### config.mk
export PLATFORM = sky130hd
export DESIGN_NAME = ysyx_23060061_lsu
export DESIGN_NICKNAME = d
export VERILOG_FILES = /design/src/rtl/ysyx_23060061_lsu_pkg.sv /design/src/rtl/ysyx_23060061_lsu_load_align.sv /design/src/rtl/ysyx_23060061_lsu.sv
export SDC_FILE = /design/constraint.sdc
export NUM_CORES = 1
export LEC_CHECK = 0
export ABC_AREA = 1
export CORE_MARGIN = 2
export CORE_UTILIZATION = 40
export DETAILED_ROUTE_END_ITERATION = 10
export GPL_ROUTABILITY_DRIVEN = 0
export GPL_TIMING_DRIVEN = 0
export PLACE_DENSITY = 0.82
export SLEW_MARGIN = 5
export SYNTH_ARGS = -nofsm -noshare
export SYNTH_HDL_FRONTEND = slang
export SYNTH_SLANG_ARGS = --single-unit
### constraint.sdc
create_clock -name clk -period 2.42 [get_ports clk]
set_clock_uncertainty 0.2 [all_clocks]
set_input_delay 0.363 -clock clk [delete_from_list [all_inputs] [get_ports clk]]
set_output_delay 0.363 -clock clk [all_outputs]
set_load 0.01 [all_outputs]
### src/rtl/ysyx_23060061_lsu_pkg.sv
// ysyx_23060061_lsu_pkg
// Shared encodings for the load/store unit: MemRW and memExt codes, FSM
// state codes, and the misalignment rule used when a request is accepted.
package ysyx_23060061_lsu_pkg;

  // MemRW encodings; 00 and 11 both mean "no memory access"
  localparam logic [1:0] MEMRW_READ  = 2'b10;
  localparam logic [1:0] MEMRW_WRITE = 2'b01;

  // memExt encodings; 000 and 101-111 all mean "word"
  localparam logic [2:0] EXT_SB = 3'b001;
  localparam logic [2:0] EXT_SH = 3'b010;
  localparam logic [2:0] EXT_ZB = 3'b011;
  localparam logic [2:0] EXT_ZH = 3'b100;

  typedef enum logic [1:0] {
    ST_IDLE = 2'b00,
    ST_REQ  = 2'b01,
    ST_WAIT = 2'b10,
    ST_RESP = 2'b11
  } lsu_state_e;

  // Stores size the access by wmask, loads by memExt. Half accesses need
  // addr[0]=0, word accesses need addr[1:0]=0, bytes are always aligned.
  function automatic logic is_misaligned(input logic [1:0] memrw,
                                         input logic [2:0] ext,
                                         input logic [3:0] wmask,
                                         input logic [1:0] off);
    logic half;
    logic word;
    if (memrw == MEMRW_WRITE) begin
      half = (wmask == 4'b0011);
      word = (wmask == 4'b1111);
    end else begin
      half = (ext == EXT_SH) || (ext == EXT_ZH);
      word = !(half || (ext == EXT_SB) || (ext == EXT_ZB));
    end
    return (half && off[0]) || (word && (off != 2'b00));
  endfunction

endpackage

### src/rtl/ysyx_23060061_lsu_load_align.sv
// ysyx_23060061_load_align
// Purely combinational load aligner: shifts the raw memory word down by the
// byte offset, then sign- or zero-extends per memExt. Shared with the
// difftest reference model.
// Ports:
//   mem_rdata_i  raw 32-bit word from memory
//   offset_i     addr[1:0] of the load
//   mem_ext_i    memExt code
//   rdata_o      aligned, extended load result
module ysyx_23060061_load_align
  import ysyx_23060061_lsu_pkg::*;
(
  input  logic [31:0] mem_rdata_i,
  input  logic [1:0]  offset_i,
  input  logic [2:0]  mem_ext_i,
  output logic [31:0] rdata_o
);

  logic [31:0] shifted_s;

  // Move the addressed byte/half into the low bits, then extend it
  always_comb begin
    shifted_s = mem_rdata_i >> {offset_i, 3'b000};
    case (mem_ext_i)
      EXT_SB:  rdata_o = {{24{shifted_s[7]}}, shifted_s[7:0]};
      EXT_SH:  rdata_o = {{16{shifted_s[15]}}, shifted_s[15:0]};
      EXT_ZB:  rdata_o = {24'h00_0000, shifted_s[7:0]};
      EXT_ZH:  rdata_o = {16'h0000, shifted_s[15:0]};
      default: rdata_o = shifted_s;
    endcase
  end

endmodule

### src/rtl/ysyx_23060061_lsu.sv
// ysyx_23060061_lsu
// Load/store unit: accepts one decoded memory instruction at a time, issues a
// single word-aligned memory transaction, and returns extended load data.
// Ports:
//   clk, rst                  clock, synchronous active-high reset
//   req_valid/req_ready       core request handshake (ready = FSM idle)
//   MemRW, memExt, wmask      decoded memory controls
//   addr, wdata               byte address and low-aligned store data
//   resp_valid, rdata         one-cycle completion with load result
//   misalign                  completion was a rejected misaligned access
//   mem_req_valid/ready       memory request handshake
//   mem_wen, mem_addr         write enable, word-aligned address
//   mem_wdata, mem_wstrb      lane-shifted store data and byte strobes
//   mem_resp_valid, mem_rdata memory completion and raw read word
module ysyx_23060061_lsu
  import ysyx_23060061_lsu_pkg::*;
#(
  parameter int ADDR_W = 32,
  parameter int DATA_W = 32
) (
  input  logic              clk,
  input  logic              rst,
  input  logic              req_valid,
  output logic              req_ready,
  input  logic [1:0]        MemRW,
  input  logic [2:0]        memExt,
  input  logic [3:0]        wmask,
  input  logic [ADDR_W-1:0] addr,
  input  logic [DATA_W-1:0] wdata,
  output logic              resp_valid,
  output logic [DATA_W-1:0] rdata,
  output logic              misalign,
  output logic              mem_req_valid,
  input  logic              mem_req_ready,
  output logic              mem_wen,
  output logic [ADDR_W-1:0] mem_addr,
  output logic [DATA_W-1:0] mem_wdata,
  output logic [3:0]        mem_wstrb,
  input  logic              mem_resp_valid,
  input  logic [DATA_W-1:0] mem_rdata
);

  lsu_state_e        state_q;
  logic [1:0]        memrw_q;
  logic [2:0]        ext_q;
  logic [1:0]        off_q;
  logic              resp_valid_q;
  logic [DATA_W-1:0] rdata_q;
  logic              misalign_q;
  logic              mem_req_valid_q;
  logic              mem_wen_q;
  logic [ADDR_W-1:0] mem_addr_q;
  logic [DATA_W-1:0] mem_wdata_q;
  logic [3:0]        mem_wstrb_q;

  logic              access_s;
  logic              misalign_s;
  logic [DATA_W-1:0] align_rdata_s;

  assign access_s   = (MemRW == MEMRW_READ) || (MemRW == MEMRW_WRITE);
  assign misalign_s = access_s && is_misaligned(MemRW, memExt, wmask, addr[1:0]);

  // Aligner works on the latched offset/extension so the request inputs may
  // change freely once accepted.
  ysyx_23060061_load_align u_load_align (
    .mem_rdata_i (mem_rdata),
    .offset_i    (off_q),
    .mem_ext_i   (ext_q),
    .rdata_o     (align_rdata_s)
  );

  // Transaction FSM with all outputs registered
  always_ff @(posedge clk) begin
    if (rst) begin
      state_q         <= ST_IDLE;
      memrw_q         <= 2'b00;
      ext_q           <= 3'b000;
      off_q           <= 2'b00;
      resp_valid_q    <= 1'b0;
      rdata_q         <= '0;
      misalign_q      <= 1'b0;
      mem_req_valid_q <= 1'b0;
      mem_wen_q       <= 1'b0;
      mem_addr_q      <= '0;
      mem_wdata_q     <= '0;
      mem_wstrb_q     <= 4'b0000;
    end else begin
      case (state_q)
        ST_IDLE: begin
          if (req_valid) begin
            memrw_q     <= MemRW;
            ext_q       <= memExt;
            off_q       <= addr[1:0];
            rdata_q     <= '0;
            mem_wen_q   <= (MemRW == MEMRW_WRITE);
            mem_addr_q  <= {addr[ADDR_W-1:2], 2'b00};
            mem_wdata_q <= wdata << {addr[1:0], 3'b000};
            mem_wstrb_q <= wmask << addr[1:0];
            misalign_q  <= misalign_s;
            if (access_s && !misalign_s) begin
              state_q         <= ST_REQ;
              mem_req_valid_q <= 1'b1;
            end else begin
              // Idle and rejected requests complete without touching memory
              state_q      <= ST_RESP;
              resp_valid_q <= 1'b1;
            end
          end
        end
        ST_REQ: begin
          if (mem_req_ready) begin
            state_q         <= ST_WAIT;
            mem_req_valid_q <= 1'b0;
          end
        end
        ST_WAIT: begin
          if (mem_resp_valid) begin
            state_q      <= ST_RESP;
            resp_valid_q <= 1'b1;
            rdata_q      <= (memrw_q == MEMRW_READ) ? align_rdata_s : '0;
          end
        end
        ST_RESP: begin
          state_q      <= ST_IDLE;
          resp_valid_q <= 1'b0;
          misalign_q   <= 1'b0;
        end
        default: begin
          state_q         <= ST_IDLE;
          resp_valid_q    <= 1'b0;
          mem_req_valid_q <= 1'b0;
        end
      endcase
    end
  end

  assign req_ready     = (state_q == ST_IDLE);
  assign resp_valid    = resp_valid_q;
  assign rdata         = rdata_q;
  assign misalign      = misalign_q;
  assign mem_req_valid = mem_req_valid_q;
  assign mem_wen       = mem_wen_q;
  assign mem_addr      = mem_addr_q;
  assign mem_wdata     = mem_wdata_q;
  assign mem_wstrb     = mem_wstrb_q;

endmodule

* Word level (Yosys, flattened, before mapping)
Cells that the tools add are included.
Cells by class: shift-type cells 3, reductions and logical operators 23, equal/unequal tests 21, multiplexer cells 22
Operators with widths (number):
- one-hot mux 32 bit (4 select lines) | 1
- two-way mux 32 bit | 3
- one-hot mux 32 bit (2 select lines) | 1
- << shifter 32 x 5 -> 32 bit | 1
- >> shifter 32 x 5 -> 32 bit | 1
- == test 3 x 2 -> 1 bit, second input constant | 4
- two-way mux 1 bit | 9
- == test 2 bit, second input constant | 4
- two-way mux 2 bit | 4
- inequality test 2 bit, second input constant | 4
- one-hot mux 2 bit (4 select lines) | 1
- AND reduction 4 bit | 2
- nonzero test 2 bit | 4
- == test 3 x 1 -> 1 bit, second input constant | 2
- == test 3 bit, second input constant | 2
- AND reduction 3 bit | 2
- logical OR 1 bit | 5
- == test 2 x 1 -> 1 bit, second input constant | 2
- == test 4 x 2 -> 1 bit, second input constant | 1
- == test 4 bit, second input constant | 1
- logical AND 1 bit | 4
- one-hot mux 1 bit (2 select lines) | 2
- AND reduction 2 bit | 2
- << shifter 4 x 2 -> 4 bit | 1
- other kinds (5) | 6
Storage, ports and cells: input bits 110, word-level logic and storage cells 81, bits in registers 111, output and inout bits 105

* Logic depth before layout (Yosys ltp)
Gate-level depths: netlist (run 1).
depth in word-level cells 14, mapped depth 11, gate-level depth less buffers 10

* Hierarchy
A second synthesis (run 1) with hierarchy kept.
Unflattened totals: cell total of the unflattened synthesis 834, area, all modules 5756.8 µm²
Modules (own cells, without submodules):
- ysyx_23060061_lsu | cells each 660, instances 1, seq. area each 2222.1 µm², area each 4820.9 µm²
- ysyx_23060061_load_align | cells each 174, instances 1, seq. area each 0.0 µm², area each 935.9 µm²

* Worst setup path after synthesis (run 1)
Ideal clock, no wire load.
kind flip-flop to flip-flop, from reg state_q[0], to reg rdata_q[26] (netlist: rdata[26]), period minus slack after synthesis 1.899 ns, stages on the path, launching flop included 10, data required time 2.080 ns, setup slack 0.521 ns, buffers on the path 1, data arrival time 1.559 ns, setup time 0.140 ns, cells stage by stage dfxtp_1 > inv_1 > ha_1 > inv_2 > or2_4 > o211ai_4 > nor2_4 > buf_4 > nand3_2 > a21oi_2
On the way: word-level cells in the longest chain between the ends 3, elaborated cells between the ends (all ways) 7, classes of those cells eq/ne: 3; mux: 1; reduce/logical: 3
RTL lines:
- start: declaration | line ysyx_23060061_lsu.sv:43 | lsu_state_e state_q;
- start signal: assignment | line ysyx_23060061_lsu.sv:75 | state_q <= ST_IDLE;
- start signal: assignment | line ysyx_23060061_lsu.sv:101 | state_q <= ST_REQ;
- start signal: assignment | line ysyx_23060061_lsu.sv:105 | state_q <= ST_RESP;
- logical NOT 2 bit *
- named net req_ready | line ysyx_23060061_lsu.sv:24 | output logic req_ready,
- inequality test 2 bit (no source line) or nonzero test 2 bit (tied branches)
- AND reduction 3 bit (no source line)
- end signal: assignment | line ysyx_23060061_lsu.sv:120 | rdata_q <= (memrw_q == MEMRW_READ) ? align_rdata_s : '0;
- end: declaration | line ysyx_23060061_lsu.sv:48 | logic [DATA_W-1:0] rdata_q;
Mark *: on every way through the listed nets, which the timed path passes. The rest lies on a longest branch. A chain may end at the register's enable or synchronous reset.

* Final worst setup path (run 1)
from reg state_q[0], to out req_ready
On the way: word-level cells in the longest chain between the ends 1
RTL lines:
- logical NOT 2 bit | line ysyx_23060061_lsu.sv:137 | assign req_ready = (state_q == ST_IDLE);
- end: declaration | line ysyx_23060061_lsu.sv:24
Every way passes these cells.

==> qor.txt, run 1 <==
CP Cell Sequence - inv_1 -> ha_2 -> clkdlybuf4s50_1
Vias in the first global route - 5561
Hold-fix buffers, CTS - 0
Outcome - finished clean
Number of synthesized register bits - 111
CTS clk-pin slew, worst paths - 0.08 ns
PD cells - 834.3 mW/mm²
Mapped Area - 0.005468 mm²
Final Cell Area - 0.008100 mm²
Clock buffer depth - 2
Startpoint Class - register
Clock period minus final worst setup slack - 2.278 ns
Initial antenna violation count - 0
Worst Hold Launch - rst
Syn avg cell area - 6.939 µm²
Final #Nets - 1125
Hold depth - 2
Critical Path RT - 1.86 ns
Root Driver - clkbuf_16
Achievable frequency - 439.0 MHz
Die Ht - 120.9 µm
Largest net degree at the start of global routing - 20
CTS resizes - 0
Placed Area - 0.007794 mm²
Hpwl dp - 13460 µm
Yosys warns - 0
I/O Buffers - 210
Post-synth EDFFs - 0
Gr usage total - 0.2413
Sequential area share after synthesis - 0.4064
Max-Cap Viols - 0
Post-route ant nets - 0
Total routed wirelength - 17660 µm
Final period utilization - 0.9413
WS Path Type - register to primary output
Avg WL per Cell - 14.83 µm
CTS tree - done
Horiz. Die Dim - 120.9 µm
Postcts setup bufs - 0
Final-report hold violation count - 0
Crit path max fanout - 7
Gate Count Post-Synth - 788
TNS Setup - 0 ns
DR vias/cell - 4.993
Ys flop type - dfxtp_1
DR DRC count - 0
Final setup fails - 0
Critical R2R Launch - state_q[0]
Max Slew Vio Count - 0
Die area - 0.01462 mm²
Num CTS Buffers - 9
Synth-to-layout area growth - 48.15%
Hold WC Path Type - input pin to register
Clk_lat worst skew - 0.36 ns
Asr flop ratio synth - 0
Ant. Diodes - 0
Post-Place Cells - 1175
Critical path's slowest cell - clkdlybuf4s50_1
FF-to-FF path depth - 9
Grt ovf - 0
RSZ-0062 raised after global routing - no
Setup crit end kind - primary output
Via count - 5947
Worst Hold Path EP - mem_wdata[10]
I/O Pins - 215
Share of layout cells above drive strength 1 - 0.08276
Max IR drop VDD - 0.0004679 V
Initial drt markers - 426
H-tree levels - 3
Worst R2R Setup Slack - 0.33 ns
CTS Sinks - 111
Netlist cell types - 36
Crit-path max cell delay - 0.58 ns
Initial cell density of the core - 0.4113
Slew @ Worst Pin - 0.7609 ns
Static leakage - 0.003253 µW
Core Rows - 42
Post-Layout Cell Count - 1191
Slew margin rel. - 0.4927
Reg-to-Reg End - mem_wstrb[3]
DR pass1 iterations - 5
Global-route wire length before repair - 27940 µm
Critical path arrival - 1.72 ns
Core footprint - 0.01330 mm²
Fill cells - 1220
==> report_power, final <==
group / total [µW] / switching [µW] / internal [µW]
sequential: 2280 / 169 / 2110
combinational: 2920 / 1650 / 1270
clock: 1550 / 734 / 819
total: 6760 / 2560 / 4200
==> how the worst max path moves through the flow <==
stage                     end           from  depth (start not counted)  slack (ns)
detailed placement  rdata[23]  mem_rdata[23]                          9        0.24
finish              req_ready     state_q[0]                          3        0.14
global placement    rdata[24]  mem_rdata[23]                          9        0.26
floorplan           rdata[26]     state_q[0]                          9        0.52
global route        req_ready     state_q[0]                          3        0.07
CTS                 req_ready     state_q[0]                          3        0.04
==> kinds of logic (layout without fill, tap and decap cells) <==
kind of cell,after synthesis,after routing,share of synthesized area
and+or+nand+nor,380,380,0.2984
AOI/OAI and AO/OA,174,174,0.1792
DFF,111,111,0.4064
buffers and inverters,110,336,0.09107
muxes,7,7,0.01282
adders and majority gates,5,5,0.01144
other,1,2,0.0006858
==> through the flow <==
stage / util / setup WS (ns) / hold WS [ns] / total power (µW)
global route: 0.6093 / 0.07385 / 0.2345 / 7189
global placement: 0.5862 / 0.2650 / 0.2430 / 5165
finish: 0.6093 / 0.1420 / 0.1937 / 6758
detailed placement: 0.5862 / 0.2435 / 0.2505 / 5209
CTS: 0.6091 / 0.03806 / 0.1898 / 6774
floorplan: - / 0.5208 / 0.2291 / 4074
==> state kept, by name (all words and copies together), names as in the netlist <==
register	flops
ext_q	3
mem_addr	30
mem_req_valid	1
mem_wdata	32
mem_wen	1
mem_wstrb	4
memrw_q	2
misalign	1
off_q	2
rdata	32
resp_valid	1
state_q	2
==> metal layers <==
layer,vias to the layer above,routed length (µm),global-route usage
met5,-,0,0
met4,0,365,0.08285
met3,31,1569,0.04652
met2,262,8248,0.4063
met1,2671,7476,0.3082
li1,2983,-,-
==> area by class of cell <==
cell class / count / area, µm² / area share
Inverter: 57 / 215.2 / 0.02657
Sequential cell: 111 / 2222 / 0.2743
Timing Repair Buffer: 210 / 2102 / 0.2595
Multi-Input combinational cell: 568 / 2754 / 0.3400
Buffer: 53 / 282.8 / 0.03491
Clock buffer: 9 / 225.2 / 0.02780
Clock inverter: 7 / 78.83 / 0.009731
Tap cell: 176 / 220.2 / 0.02719
==> placed cells by master (no fill, tap or decap), types with 10 or more instances in the layout <==
cell type / count
buf_2: 18
clkbuf_1: 23
dfxtp_1: 111
inv_1: 50
nand3_2: 10
o211ai_1: 18
nand3_1: 43
nor2_1: 91
nand2_1: 223
a21oi_2: 10
o21ai_0: 81
a21oi_1: 60
clkdlybuf4s50_1: 210
==> synthesized netlist by cell type (4+ instances only) <==
cell type  instances  area (µm²)
a21oi_1           60       300.3
o211ai_1          18       135.1
a21oi_2           10       87.58
buf_2             18       90.09
ha_1               5       62.56
inv_1             50       187.7
nor2_1            91       341.6
nand2_1          223       837.1
nand3_1           43       215.2
mux2i_1            7       70.07
inv_2              5       18.77
dfxtp_1          111        2222
nand3_2           10       100.1
clkbuf_1          23       86.33
o21ai_0           81       405.4
buf_4              6       45.04
nor2_4             4       45.04
==> worst max-delay path: cells and delay by family (launching register included) <==
family,cells,cell delay (ns)
adders and majority gates,1,0.32
DFF,1,0.35
buffers and inverters,2,0.69
No activity file was read; power rests on OpenSTA's default activity.
==> run 2: changes to the inputs <==
--- a/config.mk
+++ b/config.mk
@@ -16,3 +16,4 @@
 export SYNTH_ARGS = -nofsm -noshare
 export SYNTH_HDL_FRONTEND = slang
 export SYNTH_SLANG_ARGS = --single-unit
+export TNS_END_PERCENT = 5
==> results of run 2 <==
Final layout, timing and power as in run 1 (identical DEF).
